--- src/rtl/i3c_bus_monitor.sv ---
// I3C bus-condition monitor: deglitches SCL/SDA, emits edge pulses, detects
// START / repeated START / STOP and tracks bus busy/free/idle state.
module i3c_bus_monitor #(
  parameter int unsigned FilterCycles = 2,
  parameter int unsigned CntWidth     = 20
) (
  input  logic                clk_i,
  input  logic                rst_i,
  input  logic                enable_i,
  input  logic                scl_i,
  input  logic                sda_i,
  input  logic [CntWidth-1:0] t_free_i,
  input  logic [CntWidth-1:0] t_idle_i,
  output logic                scl_o,
  output logic                sda_o,
  output logic                scl_posedge_o,
  output logic                scl_negedge_o,
  output logic                sda_posedge_o,
  output logic                sda_negedge_o,
  output logic                start_det_o,
  output logic                rstart_det_o,
  output logic                stop_det_o,
  output logic                bus_busy_o,
  output logic                bus_free_o,
  output logic                bus_idle_o
);

  typedef enum logic {
    ST_WAIT,
    ST_BUSY
  } state_e;

  localparam logic [3:0]          FiltLimit = 4'(FilterCycles);
  localparam logic [CntWidth-1:0] CntOne    = CntWidth'(1);

  // Index 0 is SCL, index 1 is SDA.
  logic [1:0] raw;
  logic [1:0] filt_q, filt_d;
  logic [3:0] mcnt_q [2];
  logic [3:0] mcnt_d [2];
  logic [1:0] rise, fall;

  state_e              state_q, state_d;
  logic [CntWidth-1:0] cnt_q, cnt_d;
  logic                start_cond, stop_cond, scl_stable_high;
  logic                start_d, rstart_d, stop_d;
  logic                start_q, rstart_q, stop_q;
  logic                scl_pos_q, scl_neg_q, sda_pos_q, sda_neg_q;

  assign raw = {sda_i, scl_i};

  always_comb begin
    filt_d = filt_q;
    for (int unsigned i = 0; i < 2; i++) begin
      mcnt_d[i] = '0;
      if (raw[i] != filt_q[i]) begin
        if (mcnt_q[i] + 4'd1 == FiltLimit) begin
          filt_d[i] = raw[i];
        end else begin
          mcnt_d[i] = mcnt_q[i] + 4'd1;
        end
      end
    end
  end

  assign rise = filt_d & ~filt_q;
  assign fall = ~filt_d & filt_q;

  // Conditions are judged on the filtered transition being registered this edge.
  assign scl_stable_high = filt_q[0] & filt_d[0];
  assign start_cond      = fall[1] & scl_stable_high;
  assign stop_cond       = rise[1] & scl_stable_high;

  always_comb begin
    state_d  = state_q;
    cnt_d    = cnt_q;
    start_d  = 1'b0;
    rstart_d = 1'b0;
    stop_d   = 1'b0;
    if (!enable_i) begin
      state_d = ST_WAIT;
      cnt_d   = '0;
    end else begin
      case (state_q)
        ST_WAIT: begin
          if (start_cond) begin
            state_d = ST_BUSY;
            start_d = 1'b1;
            cnt_d   = '0;
          end else if (&filt_q) begin
            cnt_d = (&cnt_q) ? cnt_q : cnt_q + CntOne;
          end else begin
            cnt_d = '0;
          end
        end
        ST_BUSY: begin
          cnt_d = '0;
          if (start_cond) begin
            rstart_d = 1'b1;
          end else if (stop_cond) begin
            stop_d  = 1'b1;
            state_d = ST_WAIT;
          end
        end
        default: begin
          state_d = ST_WAIT;
          cnt_d   = '0;
        end
      endcase
    end
  end

  always_ff @(posedge clk_i) begin
    if (rst_i) begin
      filt_q    <= '1;
      mcnt_q[0] <= '0;
      mcnt_q[1] <= '0;
      state_q   <= ST_WAIT;
      cnt_q     <= '0;
      start_q   <= 1'b0;
      rstart_q  <= 1'b0;
      stop_q    <= 1'b0;
      scl_pos_q <= 1'b0;
      scl_neg_q <= 1'b0;
      sda_pos_q <= 1'b0;
      sda_neg_q <= 1'b0;
    end else begin
      filt_q    <= filt_d;
      mcnt_q[0] <= mcnt_d[0];
      mcnt_q[1] <= mcnt_d[1];
      state_q   <= state_d;
      cnt_q     <= cnt_d;
      start_q   <= start_d;
      rstart_q  <= rstart_d;
      stop_q    <= stop_d;
      scl_pos_q <= rise[0];
      scl_neg_q <= fall[0];
      sda_pos_q <= rise[1];
      sda_neg_q <= fall[1];
    end
  end

  assign scl_o         = filt_q[0];
  assign sda_o         = filt_q[1];
  assign scl_posedge_o = scl_pos_q;
  assign scl_negedge_o = scl_neg_q;
  assign sda_posedge_o = sda_pos_q;
  assign sda_negedge_o = sda_neg_q;
  assign start_det_o   = start_q;
  assign rstart_det_o  = rstart_q;
  assign stop_det_o    = stop_q;
  assign bus_busy_o    = (state_q == ST_BUSY);
  assign bus_free_o    = (state_q == ST_WAIT) && (cnt_q >= t_free_i);
  assign bus_idle_o    = (state_q == ST_WAIT) && (cnt_q >= t_idle_i);

endmodule
--- config.mk ---
export PLATFORM = sky130hd
export DESIGN_NAME = i3c_bus_monitor
export DESIGN_NICKNAME = d
export VERILOG_FILES = /design/src/rtl/i3c_bus_monitor.sv
export SDC_FILE = /design/constraint.sdc
export NUM_CORES = 1
export LEC_CHECK = 0
export CORE_UTILIZATION = 40
export CTS_CLUSTER_SIZE = 40
export DETAILED_ROUTE_END_ITERATION = 6
export MAX_ROUTING_LAYER = met4
export PLACE_DENSITY = 0.68
export SYNTH_ARGS = -nofsm -noshare
export SYNTH_HDL_FRONTEND = slang
export SYNTH_SLANG_ARGS = --single-unit
--- constraint.sdc ---
create_clock -name clk_i -period 1.9 [get_ports clk_i]
set_clock_uncertainty 0.05 [all_clocks]
set_input_delay 0.285 -clock clk_i [delete_from_list [all_inputs] [get_ports clk_i]]
set_output_delay 0.285 -clock clk_i [all_outputs]
set_load 0.05 [all_outputs]
-- After elaboration in Yosys (flattened, before gate mapping)
Memories as Yosys holds them, arrays and structs flattened.
Index checks and enable logic that the tools add are counted.
Widths: inputs -> output; s select.
- add/subtract/negate cells: 3
- order comparisons: 2
- equal/unequal tests: 5
- muxes and demuxes: 22
- bitwise logic cells: 11
- reductions and logical operators: 8
- operators with widths (kind ; number):
    $mux 20 ; 3
    $ge 20x20->1 ; 2
    $pmux 20 s2 ; 1
    $mux 4 ; 6
    $add 20x1->20 const B ; 1
    $reduce_and 20->1 ; 1
    $mux 1 ; 11
    $add 4x1->4 const B ; 2
    $eq 4x2->1 const B ; 2
    $reduce_or 3->1 ; 2
    $and 2x2->2 ; 2
    $ne 4x4->1 const B ; 1
    $not 2->2 ; 2
    $reduce_or 4->1 ; 1
    $and 1x1->1 ; 3
    $logic_and 1x1->1 ; 2
    $ne 1x1->1 ; 2
    $not 1->1 ; 2
    $or 1x1->1 ; 2
    $pmux 1 s2 ; 1
    $reduce_and 2->1 ; 1
    $reduce_or 2->1 ; 1
- register bits: 30
- memory bits (writable): 8
- bits of input ports: 45
- output and inout port bits: 12
- logic and storage cells: 62
- memories: 1
- memory list (name ; depth ; width ; rd ports ; clocked after Yosys merged registers in ; wr ports ; RTL line ; text):
    mcnt_q ; 2 ; 4 ; 2 ; 0 ; 2 ; 39 ; logic [3:0] mcnt_q [2];

-- Longest topological paths before layout
Gate-level depths: netlist (run 1).
- word-level depth: 9
- gate-level depth with buffers: 8
- gate-level depth less buffers: 7

-- Worst setup path before layout (run 1)
OpenSTA, ideal clock, no wires.
- path type: reg-to-output
- start: register cnt_q[5]
- end: output port bus_free_o
- arrival: 2065 ps
- data required time: 1565 ps
- slack: -500 ps
- stages on the path, launching flop included: 7
- buffers on the path: 0
- path through: dfxtp_1 ha_1 nand2_1 or3_1 o221ai_1 a21oi_1 o22ai_1
- longest elaborated chain between the ends: 2
- ends and longest elaborated chain (what ; RTL line ; text):
    start, declared ; 44 ; logic [CntWidth-1:0] cnt_q, cnt_d;
    start signal, assigned ; 132 ; cnt_q <= cnt_d;
    $ge 20x20->1 ; 153 ; assign bus_free_o = (state_q == ST_WAIT) && (cnt_q >= t_free_i);
    $logic_and 1x1->1 ; 153 ;
    end, declared ; 24 ; output logic bus_free_o,
No other way between the ends.

-- Final worst setup path (run 1)
- start: register cnt_q[6]
- end: output port bus_idle_o
- longest elaborated chain between the ends: 2
- ends and longest elaborated chain (what ; RTL line ; text):
    $ge 20x20->1 ; 154 ; assign bus_idle_o = (state_q == ST_WAIT) && (cnt_q >= t_idle_i);
    $logic_and 1x1->1 ; 154 ;
    end, declared ; 25 ; output logic bus_idle_o
No other way between the ends.

==> results.py, run 1 <==
metrics = {
    "outcome": {
        "status": "finished with violations",
        "violations": "DRC, setup timing",
    },
    "synth": {
        "ys_seq_elements": 38,
        "synth_area_leaders": "dfxtp_1 28%, ha_1 21%, inv_1 5.9%",
        "synthesis.area_sq_um": 2680,
        "ys_warn_count": 0,
        "synth_edf_count": 0,
        "yosysUniqueCellTypes": 47,
        "synth.top_cell.area_share_pct": 28.4,
        "synth_nets": 400,
        "ys_async_sr_fraction_pct": 0,
        "synth_commonest_cells": "45 x ha_1, 42 x inv_1, 38 x dfxtp_1",
        "synth_area_leader_cell": "dfxtp_1",
        "seq_area_frac_synth_pct": 28.4,
        "yosys.cell_count.top_type": "ha_1",
        "avgSynthCellArea_sq_um": 8.64,
        "synth_flop_cell": "dfxtp_1",
        "synthCells": 310,
    },
    "place": {
        "hpwlAfterDp_microns": 4600,
        "port_buffers": 56,
        "gp_congestion": 0.771,
    },
    "die": {
        "dieArea_sq_um": 7020,
        "io_pins": 57,
        "initial_core_util_pct": 41.7,
        "die_h_microns": 83.8,
        "fp-row-count": 29,
        "fp.dieW_microns": 83.8,
        "core_sq_um": 6420,
    },
    "global_routing": {
        "antenna_found_initial": 0,
        "first_global_vias": 2319,
        "grt_pass1_wl_microns": 10100,
        "grt_start_max_net_pins": 21,
        "grt_usage_pct": 18.3,
        "overflow": 0,
    },
    "setup_path": {
        "crit_path_end_kind": "output pin",
        "worstSetupPathType": "flop to output pin",
        "cp.required_ns": 1.56,
        "worstPathArrival_ns": 2.00,
        "crit_fanout": 3,
        "setup.worst_path.start_class": "flop",
    },
    "sta": {
        "rsz0062_at_grt": "yes",
        "fin_crit_sh_pct": 123,
        "worst_pin_slew_ns": 0.498,
        "finalSetupTns_ns": -0.869,
        "maxSlewViolCount": 0,
        "worst_slack_ns": -0.437,
        "slew_headroom_pct": 66.7,
        "min_period_ns": 2.34,
        "hold_viol": 0,
        "fmax_mhz": 428,
        "setup_violations": 2,
    },
    "cts": {
        "cts_buffers": 5,
        "clock_path_buffers": 2,
        "clk_pin_slew_ns": 0.08,
        "cts.htree.levels": 2,
        "cts_root_buf": "clkbuf_8",
        "cts.sinks": 38,
        "clkLatencyLatePin_ns": 0.30,
        "cts_tree": "done",
    },
    "route": {
        "drt_pass1_iterations": 7,
        "drtIter0Drc": 104,
        "drt_wl_total_microns": 6290,
        "viasPerCell": 5.12,
        "postRouteAntennaNets": 0,
        "drt-wirelength-per-cell_microns": 12.9,
        "drc": 12,
        "vias": 2500,
    },
    "final_layout": {
        "drive_above_1_share_pct": 27.5,
        "area_delta_synth_final_pct": 51.3,
        "fin_util_pct": 63.1,
        "nNetsFinal": 500,
        "diodes": 0,
    },
    "min_path": {
        "hold_path_class": "flop to flop",
    },
    "pwr": {
        "total_power_mw": 1.99,
        "clockPowerShare_pct": 42.0,
        "pwr-share-comb_pct": 16.8,
        "pwr-share-seq_pct": 41.3,
        "leakage_nw": 1.91,
        "swShare_pct": 24.1,
        "p_int_mw": 1.51,
        "vdd_drop_max_v": 0.000570,
        "p_switching_mw": 0.478,
        "cellPowerDensity_nw_per_um2": 491,
    },
    "run": {
        "cap_violations": 0,
    },
}
[worst max-delay path: stages, from the launching register on]
cell      delay (ns)
dfxtp_2         0.35
ha_1            0.29
nand2_2         0.06
or3_4           0.37
o221ai_2        0.20
a21oi_2         0.10
o22ai_4         0.17
buf_12          0.16
[cells by family (layout without fill, tap and decap cells)]
| family | after synthesis | in the layout | synth area share, % |
|---|---|---|---|
| mux | 2 | 2 | 0.748 |
| xor+xnor | 16 | 16 | 5.23 |
| buf+inv | 46 | 147 | 6.78 |
| flops | 38 | 38 | 28.4 |
| compound gates | 64 | 64 | 16.4 |
| simple gates | 99 | 99 | 21.4 |
| fa+ha+maj | 45 | 45 | 21.0 |
[cell type report]
| cell class | count | area (sq um) |
|---|---|---|
| Clock buffer | 5 | 68.8 |
| Clock inverter | 3 | 68.8 |
| Fill cell | 536 | 2370 |
| Inverter | 42 | 158 |
| Multi-Input combinational cell | 226 | 1980 |
| Sequential cell | 38 | 787 |
| Tap cell | 77 | 96.3 |
| Timing Repair Buffer | 97 | 892 |
[worst paths after layout]
kind / from / slack [ns] / depth (start not counted) / end
setup / recovery: cnt_q[6]$_SDFFE_PP0P_ / -0.44 / 7 / bus_idle_o
setup reg to reg: cnt_q[1]$_SDFFE_PP0P_ / 0.12 / 8 / cnt_q[1]$_SDFFE_PP0P_
hold reg to reg: mcnt_q[0][4]$_SDFF_PP0_ / 0.40 / 1 / mcnt_q[0][4]$_SDFF_PP0_
hold / removal: mcnt_q[0][4]$_SDFF_PP0_ / 0.40 / 1 / mcnt_q[0][4]$_SDFF_PP0_
[per-stage QoR]
stage	cells	area [sq um]	setup slack (ns)	hold slack (ns)
floorplan	310	2760	-0.0766	0.312
global placement	472	3660	-0.721	0.400
detailed placement	472	3660	-0.725	0.411
CTS	482	3910	-0.462	0.431
global route	488	4050	-0.521	0.417
finish	488	4050	-0.437	0.397
[power by group through the flow]
stage,combinational (mW),sequential [mW],clock [mW]
finish,0.333,0.821,0.834
global route,0.369,0.823,0.882
CTS,0.321,0.820,0.850
detailed placement,0.310,0.843,0
global placement,0.303,0.842,0
floorplan,0.131,0.864,0
[registers in the layout (all words and copies together) (netlist names)]
register	count
filt_q	2
sda_posedge_o	1
stop_det_o	1
cnt_q	20
scl_negedge_o	1
mcnt_q	8
rstart_det_o	1
sda_negedge_o	1
start_det_o	1
bus_busy_o	1
scl_posedge_o	1
[repair_timing]
item | CTS | global route
pin swaps | 20 | 14
setup endpoints to repair | 22 | 22
resized for setup | 37 | 19
buffers inserted | 2 | 6
hold buffers | 0 | 0
[cells in the final DEF, fill, tap and decap left out, types with 4 or more instances in the layout]
cell              n
a21o_1            5
a21oi_1          25
a21oi_2           5
and3_1            4
buf_12            4
buf_4            42
clkbuf_8          5
clkdlybuf4s50_1  37
dfxtp_1          27
dfxtp_2           6
dfxtp_4           5
dlygate4sd2_1    13
ha_1             32
ha_4             10
inv_1            36
inv_2             6
nand2_1          23
nand2b_1          5
nand3_1           7
nand4_1           5
nor2_1           20
nor3_1            6
xnor2_1           5
xor2_1           11
[metal layers]
| layer | track usage (%) | vias to the layer above | share of wire, % |
|---|---|---|---|
| li1 | - | 1293 | - |
| met1 | 21.7 | 1155 | 44 |
| met2 | 31.4 | 45 | 51 |
| met3 | 4.45 | 7 | 4.6 |
| met4 | 3.76 | 0 | 0.97 |
| met5 | - | - | 0 |
No activity file was read; power rests on OpenSTA's default activity.
==> inputs of run 2 (changes only) <==
- CAP_MARGIN: default -> 30
- CELL_PAD_IN_SITES_DETAIL_PLACEMENT: default -> 0
- CELL_PAD_IN_SITES_GLOBAL_PLACEMENT: default -> 1
- CORE_UTILIZATION: 40 -> 34
- HOLD_SLACK_MARGIN: default -> 0.12
- PLACE_DENSITY: 0.68 -> default
- PLACE_DENSITY_LB_ADDON: default -> 0.1
==> results.py, run 2 (synthesis gave the netlist of run 1 again) <==
metrics = {
    "outcome": {
        "status": "finished with violations",
        "violations": "setup timing",
    },
    "route": {
        "viasPerCell": 4.71,
        "drc": 0,
        "drt_pass1_iterations": 4,
        "drt_wl_total_microns": 5990,
        "postRouteAntennaNets": 0,
        "vias": 2375,
        "drtIter0Drc": 45,
        "drt-wirelength-per-cell_microns": 11.9,
    },
    "final_layout": {
        "largest_reg_flops": 20,
        "layout.cells.non_filler": 504,
        "diodes": 0,
        "top_regs": "cnt_q (20), mcnt_q (8), filt_q (2)",
        "nFillCells": 741,
        "regMostFlops": "cnt_q",
        "nNetsFinal": 494,
        "area_delta_synth_final_pct": 49.3,
        "drive_above_1_share_pct": 25.7,
        "layout_common_cells": "37 x clkdlybuf4s50_1, 36 x inv_1, 34 x ha_1",
        "final_common_cell": "clkdlybuf4s50_1",
    },
    "global_routing": {
        "grt_pass1_wl_microns": 10600,
        "first_global_vias": 2405,
        "overflow": 0,
        "antenna_found_initial": 0,
        "grt_usage_pct": 16.0,
        "grt_start_max_net_pins": 21,
    },
    "cts": {
        "cts.htree.levels": 2,
        "cts_hold_buf": 0,
        "clkLatencyLatePin_ns": 0.30,
        "clk_pin_slew_ns": 0.08,
        "cts_tree": "done",
        "cts.sinks": 38,
        "clock_path_buffers": 2,
        "cts_root_buf": "clkbuf_8",
        "cts_buffers": 5,
    },
    "setup_path": {
        "worstPathArrival_ns": 2.04,
        "max_stage_delay_ns": 0.37,
        "crit_fanout": 3,
        "worstSetupPathType": "flop to output pin",
        "path_delay_family": "compound AO/OA/AOI/OAI gates",
        "crit_chain": "ha_4 > a211o_1 > a31oi_2 > o221ai_2 > a21oi_2 > o22ai_4 > buf_12",
        "slowest_stage": "dfxtp_4",
        "crit_buf_inv": 1,
        "cp.required_ns": 1.56,
        "setup.worst_path.start_class": "flop",
        "r2r_slack_ns": 0.03,
        "crit_path_end_kind": "output pin",
    },
    "sta": {
        "maxSlewViolCount": 0,
        "hold_viol": 0,
        "slew_headroom_pct": 66.6,
        "fin_crit_sh_pct": 125,
        "min_period_ns": 2.38,
        "rsz0062_at_grt": "yes",
        "setup_violations": 2,
        "fmax_mhz": 420,
        "worst_slack_ns": -0.479,
        "worst_pin_slew_ns": 0.500,
    },
    "place": {
        "gp_congestion": 0.754,
        "port_buffers": 56,
        "hpwlAfterDp_microns": 4790,
        "post-place-ws_ns": -0.721,
        "placed_cells": 494,
    },
    "die": {
        "initial_core_util_pct": 36.0,
        "core_sq_um": 7450,
        "fp.dieW_microns": 90.7,
        "die_h_microns": 90.7,
        "dieArea_sq_um": 8230,
        "io_pins": 57,
        "fp-row-count": 31,
    },
    "pwr": {
        "leakage_nw": 1.87,
        "total_power_mw": 1.80,
        "vdd_drop_max_v": 0.000290,
        "cellPowerDensity_nw_per_um2": 449,
    },
    "min_path": {
        "hold_path_class": "flop to flop",
    },
    "run": {
        "cap_violations": 0,
    },
}
==> run 2: worst register-to-register path: stages (launching register included) <==
cell and delay [ns]:
dfxtp_2 0.36, buf_6 0.10, buf_6 0.09, ha_4 0.12, nand4_1 0.16, nor3_4 0.31, nand4_4 0.20, buf_12 0.20
mux2i_1 0.14, nor2_1 0.05
==> run 2: what timing repair did <==
action | in CTS | in global routing
setup buffers | 0 | 2
endpoints found under the hold margin | 0 | 0
pin swaps | 22 | 13
setup endpoints to repair | 16 | 22
cloned | 0 | 0
gates resized for setup | 31 | 26
==> run 2: final timing paths <==
check,startpoint,end,depth (start not counted)
hold / removal,mcnt_q[0][4]$_SDFF_PP0_,mcnt_q[0][4]$_SDFF_PP0_,1
hold reg to reg,mcnt_q[0][4]$_SDFF_PP0_,mcnt_q[0][4]$_SDFF_PP0_,1
setup reg to reg,cnt_q[1]$_SDFFE_PP0P_,cnt_q[1]$_SDFFE_PP0P_,9
setup / recovery,cnt_q[2]$_SDFFE_PP0P_,bus_idle_o,7
==> run 2: layout make-up <==
cell class              count  area, sq um  share of cell area, %
clock inverters             2         15.0                  0.376
clock buffers               6         93.8                   2.35
multi-input cells         226         1960                   49.1
repair buffers             91          866                   21.7
inverters                  42          158                   3.94
flip-flops and latches     38          778                   19.5
well taps                  99          124                   3.10
==> run 2: report_power, final <==
| part | internal [mW] | leakage (nW) | switching [mW] |
|---|---|---|---|
| combinational | 0.176 | 1.51 | 0.150 |
| sequential | 0.809 | 0.312 | 0.0157 |
| clock | 0.338 | 0.0486 | 0.308 |
| total | 1.32 | 1.87 | 0.474 |
==> run 2: stage by stage <==
stage	util, %	setup TNS, ns	cell area [sq um]	hold WS [ns]
floorplan	-	-0.153	2760	0.312
global placement	49.7	-1.43	3700	0.397
detailed placement	49.7	-1.43	3700	0.418
CTS	52.0	-0.997	3880	0.438
global route	53.7	-1.35	4000	0.421
finish	53.7	-0.949	4000	0.393
==> run 2: layer usage <==
metal  wire (microns)  track usage (%)  up-vias
li1                 -                -     1283
met1             2860             19.9     1054
met2             2870             26.9       31
met3              192             2.86        7
met4               62             3.63        0
met5                0                -        -
